File: config.mk
export PLATFORM = sky130hd
export DESIGN_NAME = drp_master
export DESIGN_NICKNAME = d
export VERILOG_FILES = /design/src/rtl/drp_pkg.sv /design/src/rtl/drp_master.sv
export SDC_FILE = /design/constraint.sdc
export NUM_CORES = 1
export LEC_CHECK = 0
export BUFFER_PORTS_ARGS = -buffer_cell sky130_fd_sc_hd__buf_2
export CAP_MARGIN = 20
export CORE_ASPECT_RATIO = 0.9
export CORE_UTILIZATION = 59
export DETAILED_ROUTE_END_ITERATION = 12
export PLACE_DENSITY = 0.88
export SYNTH_ARGS = -nofsm -noshare
export SYNTH_HDL_FRONTEND = slang
export SYNTH_SLANG_ARGS = --single-unit
File: constraint.sdc
create_clock -name drp_dclk -period 3.4 [get_ports drp_dclk]
set_input_delay 0.17 -clock drp_dclk [delete_from_list [all_inputs] [get_ports drp_dclk]]
set_output_delay 0.17 -clock drp_dclk [all_outputs]
set_load 0.05 [all_outputs]
File: src/rtl/drp_pkg.sv
// Shared definitions for the MMCM DRP initiator: op encodings, FSM states and port widths.
package drp_pkg;

  localparam int DRP_ADDR_W = 7;
  localparam int DRP_DATA_W = 16;

  localparam logic [1:0] DRP_OP_RD  = 2'b00;
  localparam logic [1:0] DRP_OP_WR  = 2'b01;
  localparam logic [1:0] DRP_OP_RMW = 2'b10;

  typedef enum logic [2:0] {
    ST_IDLE,
    ST_RD_REQ,
    ST_RD_WAIT,
    ST_WR_REQ,
    ST_WR_WAIT,
    ST_RESP
  } drp_state_t;

endpackage

File: src/rtl/drp_master.sv
// Command-driven DRP initiator: read / write / read-modify-write with drdy timeout,
// one command in flight, result returned on a valid/ready response channel.
module drp_master
  import drp_pkg::*;
#(
  parameter int TIMEOUT_CYCLES = 1023,
  parameter int ADDR_W         = DRP_ADDR_W,
  parameter int DATA_W         = DRP_DATA_W
) (
  input  logic              drp_dclk,
  input  logic              rst_n,
  input  logic              cmd_valid,
  output logic              cmd_ready,
  input  logic [1:0]        cmd_op,
  input  logic [ADDR_W-1:0] cmd_addr,
  input  logic [DATA_W-1:0] cmd_data,
  input  logic [DATA_W-1:0] cmd_mask,
  output logic              rsp_valid,
  input  logic              rsp_ready,
  output logic [DATA_W-1:0] rsp_data,
  output logic              rsp_err,
  output logic              busy,
  output logic              drp_den,
  output logic              drp_dwe,
  output logic [ADDR_W-1:0] drp_daddr,
  output logic [DATA_W-1:0] drp_di,
  input  logic [DATA_W-1:0] drp_do,
  input  logic              drp_drdy
);

  localparam int              CNT_W     = $clog2(TIMEOUT_CYCLES + 1);
  localparam logic [CNT_W-1:0] CNT_LIMIT = CNT_W'(TIMEOUT_CYCLES - 1);

  drp_state_t        state_reg, state_next;
  logic [CNT_W-1:0]  cnt_reg, cnt_next;
  logic [1:0]        op_reg, op_next;
  logic [ADDR_W-1:0] addr_reg, addr_next;
  logic [DATA_W-1:0] data_reg, data_next;
  logic [DATA_W-1:0] mask_reg, mask_next;
  logic [DATA_W-1:0] rd_reg, rd_next;

  logic              den_next, dwe_next, rsp_valid_next, rsp_err_next, busy_next;
  logic [ADDR_W-1:0] daddr_next;
  logic [DATA_W-1:0] di_next, rsp_data_next;
  logic              timed_out;

  assign cmd_ready = (state_reg == ST_IDLE);
  assign timed_out = (cnt_reg == CNT_LIMIT);

  always_comb begin
    state_next     = state_reg;
    cnt_next       = cnt_reg;
    op_next        = op_reg;
    addr_next      = addr_reg;
    data_next      = data_reg;
    mask_next      = mask_reg;
    rd_next        = rd_reg;
    den_next       = 1'b0;
    dwe_next       = 1'b0;
    daddr_next     = drp_daddr;
    di_next        = drp_di;
    rsp_valid_next = rsp_valid;
    rsp_data_next  = rsp_data;
    rsp_err_next   = rsp_err;

    case (state_reg)
      ST_IDLE: begin
        if (cmd_valid) begin
          op_next   = cmd_op;
          addr_next = cmd_addr;
          data_next = cmd_data;
          mask_next = cmd_mask;
          if (cmd_op == DRP_OP_RD || cmd_op == DRP_OP_RMW) begin
            state_next = ST_RD_REQ;
            den_next   = 1'b1;
            daddr_next = cmd_addr;
          end else if (cmd_op == DRP_OP_WR) begin
            state_next = ST_WR_REQ;
            den_next   = 1'b1;
            dwe_next   = 1'b1;
            daddr_next = cmd_addr;
            di_next    = cmd_data;
          end else begin
            state_next     = ST_RESP;
            rsp_valid_next = 1'b1;
            rsp_data_next  = '0;
            rsp_err_next   = 1'b1;
          end
        end
      end
      ST_RD_REQ: begin
        state_next = ST_RD_WAIT;
        cnt_next   = '0;
      end
      ST_RD_WAIT: begin
        // drdy is tested before the limit so a response on the last cycle still succeeds
        if (drp_drdy) begin
          rd_next = drp_do;
          if (op_reg == DRP_OP_RMW) begin
            state_next = ST_WR_REQ;
            den_next   = 1'b1;
            dwe_next   = 1'b1;
            daddr_next = addr_reg;
            di_next    = (drp_do & ~mask_reg) | (data_reg & mask_reg);
          end else begin
            state_next     = ST_RESP;
            rsp_valid_next = 1'b1;
            rsp_data_next  = drp_do;
            rsp_err_next   = 1'b0;
          end
        end else if (timed_out) begin
          state_next     = ST_RESP;
          rsp_valid_next = 1'b1;
          rsp_data_next  = '0;
          rsp_err_next   = 1'b1;
        end else begin
          cnt_next = cnt_reg + CNT_W'(1);
        end
      end
      ST_WR_REQ: begin
        state_next = ST_WR_WAIT;
        cnt_next   = '0;
      end
      ST_WR_WAIT: begin
        if (drp_drdy) begin
          state_next     = ST_RESP;
          rsp_valid_next = 1'b1;
          rsp_data_next  = (op_reg == DRP_OP_RMW) ? rd_reg : '0;
          rsp_err_next   = 1'b0;
        end else if (timed_out) begin
          state_next     = ST_RESP;
          rsp_valid_next = 1'b1;
          rsp_data_next  = '0;
          rsp_err_next   = 1'b1;
        end else begin
          cnt_next = cnt_reg + CNT_W'(1);
        end
      end
      ST_RESP: begin
        if (rsp_ready) begin
          state_next     = ST_IDLE;
          rsp_valid_next = 1'b0;
        end
      end
      default: state_next = ST_IDLE;
    endcase

    busy_next = (state_next != ST_IDLE);
  end

  always_ff @(posedge drp_dclk or negedge rst_n) begin
    if (!rst_n) begin
      state_reg <= ST_IDLE;
      cnt_reg   <= '0;
      op_reg    <= DRP_OP_RD;
      addr_reg  <= '0;
      data_reg  <= '0;
      mask_reg  <= '0;
      rd_reg    <= '0;
      drp_den   <= 1'b0;
      drp_dwe   <= 1'b0;
      drp_daddr <= '0;
      drp_di    <= '0;
      rsp_valid <= 1'b0;
      rsp_data  <= '0;
      rsp_err   <= 1'b0;
      busy      <= 1'b0;
    end else begin
      state_reg <= state_next;
      cnt_reg   <= cnt_next;
      op_reg    <= op_next;
      addr_reg  <= addr_next;
      data_reg  <= data_next;
      mask_reg  <= mask_next;
      rd_reg    <= rd_next;
      drp_den   <= den_next;
      drp_dwe   <= dwe_next;
      drp_daddr <= daddr_next;
      drp_di    <= di_next;
      rsp_valid <= rsp_valid_next;
      rsp_data  <= rsp_data_next;
      rsp_err   <= rsp_err_next;
      busy      <= busy_next;
    end
  end

endmodule
==> metrics, run 1 <==
Max Slew Vio Count=0; # DRC=0; Mean Syn Cell Area=11.7 sq um; Post-synth ARST share=1.00; total CTS buffers=17; largest family of logic cells by synthesized area=multiplexers; Total Power=7.16 mW; status=completed; placed instance area=5790 sq um; H-Tree Level Count=4; Final WS setup=1020 ps; number of I/O pins=107; Skew-Pair Late Insertion Delay=520 ps; Worst Skew=13.2 ps; starting density of the core=0.608; number of synthesized flops with an enable pin=0; routability cong.=0.931; DRT antenna net count=0; Post-CTS Resized=0; RSZ-0062 raised after global routing=false; CP max FO=18; Worst path most repeated cell=o21ai_0; largest net degree at the start of global routing=52; P_sw=3.04 mW; pre-CTS setup slack=1110 ps; post-synthesis sequential area ratio=0.550; die area=9170 sq um; row cnt=32; Routed WL=16.8 mm; TNS Setup=0 ps; fraction of layout cells with a size suffix above 1=0.352; first-pass GRT wire length=25.9 mm; DP HPWL=8.32 mm; Setup Viol. Count Final=0; DR vias=4643; Comb pwr share=0.400; die height=90.9 um; Wirelength per Cell=22.6 um; Yosys top cell area share=0.550; Starting DRT DRC Count=371; Yosys top cell by area=dfrtp_1; Mapped Area=5180 sq um; main area contributors after synthesis=dfrtp_1 (55%), mux2_2 (13%), mux2i_1 (4.4%); crit-path cells=nor3b_4 -> buf_4 -> nand2_1 -> o21ai_0 -> o21ai_0; Slew headroom=0.464; grt total ovfl=0; CP max stage cell=nor3b_4; Synth Area in Compound Gates=0.129; clock network power share=0.257; peak supply drop=0.529 mV; Worst Path Required=3780 ps; Core Area=8530 sq um; Area Overhead vs Synth=35.0%; switch share=0.424; Chip Width=101 um; final cell area excluding filler cells=7000 sq um; Post-synth top cells=dfrtp_1 (114), mux2_2 (58), nand2_1 (48), o21ai_0 (38), nor2_1 (26); Nets=673; Hold/Removal Path Class=in -> reg; Tcrit/Tclk final=0.701; Post-synth top flop=dfrtp_1; Tmin final=2380 ps; Worst setup SP type=flop; Worst-Margin Slew=803 ps; Max-Cap Viols=0; Critical Path AT=2760 ps; initial antenna violation count=2; Worst Path Buf+Inv=1; f_max=420 MHz; flops & latches, synth=114; Root Driver=clkbuf_8; Ys Warns=0; simple-gate area share of the yosys netlist=0.0994; Clk pin slew, worst setup/hold paths=60 ps; IO Port Bufs=106; hold_ws=48.8 ps; Synth cell types=51; vias in the first global route=4866; XOR/XNOR Fraction of Synth Area=0.0138; Leak=3.20 nW; nature of the critical path endpoint=flop; Pre-antenna DRT Iters=8; count leader, synth=dfrtp_1; Tot GR Track Use=0.386; CTS tree=yes; Synth Instances=442; Pwr Density=1020 nW/um^2; crit path kind=reg -> reg; CP max stage delay=780 ps; Power Internal=4.12 mW; syn nets=506; Final Hold Viols=0; number of vias per cell=6.24; area share of fa/ha/maj cells after synthesis=0.00483; Sequential Power Share=0.343; clock sink total=114; post-synthesis mux area share=0.170; kind of cell adding the most delay to the critical path=simple AND/OR/NAND/NOR gates; maximum root-to-sink buffer count=2
==> cell families after synthesis <==
logic type,Yosys count
adders and majority gates,2
muxes,81
AOI/OAI and AO/OA,98
and+or+nand+nor,109
xor gates and xnor gates,6
DFF,114
buffers and inverters,32
==> path summary, 6_finish.rpt <==
check / from / end / slack [ps] / cells after the start
worst max register to register: state_reg[1] / drp_di[8] / 1020 / 5
max in group asynchronous: rst_n / mask_reg[5] / 2210 / 3
min in group asynchronous: rst_n / mask_reg[13] / 230 / 2
worst min register to register: drp_di[15] / drp_di[15] / 480 / 2
worst max-delay path: state_reg[1] / drp_di[8] / 1020 / 5
worst min-delay path: cmd_op[0] / op_reg[0] / 50 / 2
==> per-layer routing <==
metal / up-vias / GRT usage / routed length, um
li1: 1933 / - / -
met1: 2266 / 0.467 / 6180
met2: 349 / 0.608 / 8300
met3: 95 / 0.108 / 1360
met4: 0 / 0.243 / 981
met5: - / 0 / 0
==> worst reg2reg max path: cells and delay by family (launching register included) <==
kind	cells	cell delay (ps)
simple gates	2	880
flops	1	730
buf+inv	1	350
compound gates	2	280
==> layout by cell type, fill, tap and decap left out, types with 2 or more instances in the layout <==
| cell | instances |
|---|---|
| nand2_1 | 48 |
| buf_2 | 105 |
| nand4_1 | 4 |
| clkinvlp_4 | 3 |
| nor2_1 | 25 |
| bufinv_16 | 3 |
| o2bb2ai_1 | 17 |
| nor3_1 | 2 |
| xor2_1 | 5 |
| nand4b_1 | 2 |
| inv_1 | 7 |
| nor2_2 | 2 |
| nand2b_1 | 2 |
| clkinv_4 | 2 |
| buf_4 | 9 |
| clkinv_2 | 3 |
| a22oi_1 | 17 |
| clkbuf_8 | 4 |
| o311ai_0 | 2 |
| a31oi_1 | 2 |
| o21ai_0 | 38 |
| nand3_1 | 7 |
| dfrtp_1 | 114 |
| mux2i_1 | 23 |
| mux2_2 | 58 |
| clkbuf_16 | 16 |
| dlygate4sd3_1 | 58 |
| o21a_1 | 3 |
| a21oi_1 | 9 |
| diode_2 | 3 |
| and3_1 | 4 |
| ha_1 | 2 |
==> metrics by stage <==
step                      instances   util
after CTS                       740  0.819
after global routing            743  0.820
after global placement          650  0.679
after floorplan                 442      -
final                           744  0.821
after detailed placement        650  0.679
==> power by group through the flow <==
stage / Clock (mW) / Combinational, mW / Sequential [mW]
finish: 1.84 / 2.86 / 2.46
global route: 1.89 / 3.01 / 2.50
CTS: 1.83 / 2.72 / 2.39
detailed placement: 0 / 2.62 / 2.38
global placement: 0 / 2.53 / 2.33
floorplan: 0 / 1.34 / 3.03
==> layout make-up <==
type,instances,area [sq um]
Fill cell,398,1530
Antenna cell,3,7.51
Clock inverter,12,154
Timing Repair Buffer,172,1170
Inverter,8,30.0
Clock buffer,20,455
Multi-Input combinational cell,296,2180
Sequential cell,114,2850
Tap cell,119,149
==> repair_timing <==
item                                   4_1_cts  5_1_grt
hold buffers                                58        0
endpoints found under the hold margin      119        0
setup endpoints to repair                    0        0
setup buffers                                0        0
Note: power is estimated with default switching activity, not from simulation.
==> inputs of run 2 (changes only) <==
- CORE_UTILIZATION: 59 -> 49
- PLACE_DENSITY: 0.88 -> 0.78
- clock period: 3.4 -> 1.95 ns (I/O delays scaled with it)
==> run 2 against run 1 <==
  * Critical endpoint is now busy
  * Largest cell class unchanged
  * Non-clock buffer count rose by 2
  * Clock power rose by 74%
  * Register-to-register slack got worse by 940 ps
  * Clock-buffer cell count rose by 2
  * Hold slack got worse by 41 ps
  * Utilization fell by 13 points
  * Die area rose by 20%
==> metrics, run 2 (synthesized netlist as in run 1, its figures left out) <==
Area Overhead vs Synth=36.3% (was 35.0%); CTS tree=yes (unchanged); Post-CTS Setup Inserts=0 (unchanged); grt total ovfl=0 (unchanged); Pwr Density=1750 nW/um^2 (was 1020 nW/um^2); Hold/Removal Path Class=in -> reg (unchanged); CP max stage cell=dfrtp_1 (was nor3b_4); TNS Setup=0 ps (unchanged); placed cell count=673 (was 650); first-pass GRT wire length=22.4 mm (was 25.9 mm); Wirelength per Cell=18.6 um (was 22.6 um); Tcrit/Tclk final=0.963 (was 0.701); vias in the first global route=4360 (was 4866); Max-Cap Viols=0 (unchanged); Leak=3.25 nW (was 3.20 nW); routability cong.=0.875 (was 0.931); crit path kind=reg -> reg (unchanged); Total Power=12.4 mW (was 7.16 mW); Nets=675 (was 673); Tmin final=1880 ps (was 2380 ps); Final Hold Viols=0 (unchanged); Worst R2R Start=cnt_reg[1] (was state_reg[1]); die area=11000 sq um (was 9170 sq um); Worst setup SP type=flop (unchanged); Critical Path AT=2160 ps (was 2760 ps); DR vias=4182 (was 4643); Chip Width=110 um (was 101 um); starting density of the core=0.506 (was 0.608); CP max FO=5 (was 18); placed instance area=5960 sq um (was 5790 sq um); Worst Path Required=2230 ps (was 3780 ps); Routed WL=14.0 mm (was 16.8 mm); post-layout util=0.689 (was 0.821); most frequent cells in the layout=dfrtp_1 (114), buf_2 (105), mux2_2 (58) (was dfrtp_1 (114), buf_2 (105), mux2_2 (58), dlygate4sd3_1 (58), nand2_1 (48)); # DRC=0 (unchanged); n_diodes=0 (was 3); Max Slew Vio Count=0 (unchanged); Skew-Pair Late Insertion Delay=410 ps (was 520 ps); Root Driver=clkbuf_16 (was clkbuf_8); DP HPWL=8.48 mm (was 8.32 mm); fraction of layout cells with a size suffix above 1=0.371 (was 0.352); r2r setup slk=70 ps (was 1020 ps); Slew headroom=0.599 (was 0.464); f_max=533 MHz (was 420 MHz); number of I/O pins=107 (unchanged); Pre-antenna DRT Iters=5 (was 8); IO Port Bufs=106 (unchanged); crit-path cells=ha_1 -> and4_1 -> and3_1 -> a221o_1 -> or3_1 (was nor3b_4 -> buf_4 -> nand2_1 -> o21ai_0 -> o21ai_0); Worst Skew=15.6 ps (was 13.2 ps); Setup Viol. Count Final=0 (unchanged); initial antenna violation count=0 (was 2); Core Area=10200 sq um (was 8530 sq um); Worst-Margin Slew=601 ps (was 803 ps); worst hold path depth=2 (unchanged); largest net degree at the start of global routing=49 (was 52); clock sink total=114 (unchanged); RSZ-0062 raised after global routing=false (unchanged); maximum root-to-sink buffer count=2 (unchanged); number of vias per cell=5.56 (was 6.24); Tot GR Track Use=0.264 (was 0.386); RR Endpoint=busy (was drp_di[8]); worst reg2reg path depth=5 (unchanged); H-Tree Level Count=4 (unchanged); total CTS buffers=17 (unchanged); Starting DRT DRC Count=290 (was 371); Clk pin slew, worst setup/hold paths=60 ps (about the same); nature of the critical path endpoint=flop (unchanged); CP max stage delay=420 ps (was 780 ps); row cnt=35 (was 32); status=completed (unchanged); hold path endpoint=rd_reg[13] (was op_reg[0]); post-route insts no fill=752 (was 744); final cell area excluding filler cells=7070 sq um (was 7000 sq um); die height=99.6 um (was 90.9 um); peak supply drop=1.03 mV (was 0.529 mV); Hold Path Origin=drp_do[13] (was cmd_op[0]); DRT antenna net count=0 (unchanged); leading cell type in the layout, fill and taps excluded=dfrtp_1 (unchanged)
[run 2: area by class of cell]
class                           instances  area, sq um
Clock buffer                           22          484
Clock inverter                          9          129
Fill cell                             696         3180
Inverter                                8         30.0
Multi-Input combinational cell        296         2200
Sequential cell                       114         2850
Tap cell                              129          161
Timing Repair Buffer                  174         1210
[run 2: routing by layer]
layer,GRT usage,vias to the layer above,part of all wire
met5,0,-,0
met4,0.153,0,0.033
met3,0.0420,28,0.053
met2,0.433,146,0.50
met1,0.335,2073,0.42
li1,-,1935,-
[run 2: through the flow]
step / setup WS (ps) / hold WS [ps]
after floorplan: 25.4 / -198
after global placement: 137 / 145
after detailed placement: 75.9 / 151
after CTS: 75.4 / 1.39
after global routing: 13.3 / 4.54
final: 72.3 / 7.51
[run 2: timing repair]
item	4_1_cts	5_1_grt
endpoints found under the setup margin	0	16
hold buffers	47	0
hold endpoints to repair	92	0
resized for setup	0	3
[run 2: power breakdown]
part / switching [mW] / internal [mW]
Sequential: 0.686 / 3.42
Clock: 1.08 / 2.13
Combinational: 3.18 / 1.88
Total: 4.95 / 7.43
[run 2: worst max-delay path, delay by kind of cell, from the launching register on]
family / cells / cell delay, ps
flops: 1 / 420
compound gates: 1 / 330
fa+ha+maj: 1 / 190
simple gates: 3 / 810
[run 2: how the worst max path moves through the flow]
stage / from / endpoint / slack, ps
3_3_place_gp: op_reg[0] / rsp_data[3] / 140
4_1_cts: op_reg[0] / rsp_data[3] / 80
3_5_place_dp: op_reg[0] / rsp_data[3] / 80
5_1_grt: cnt_reg[1] / busy / 10
2_1_floorplan: state_reg[0] / addr_reg[0] / 30
6_report: cnt_reg[1] / busy / 70
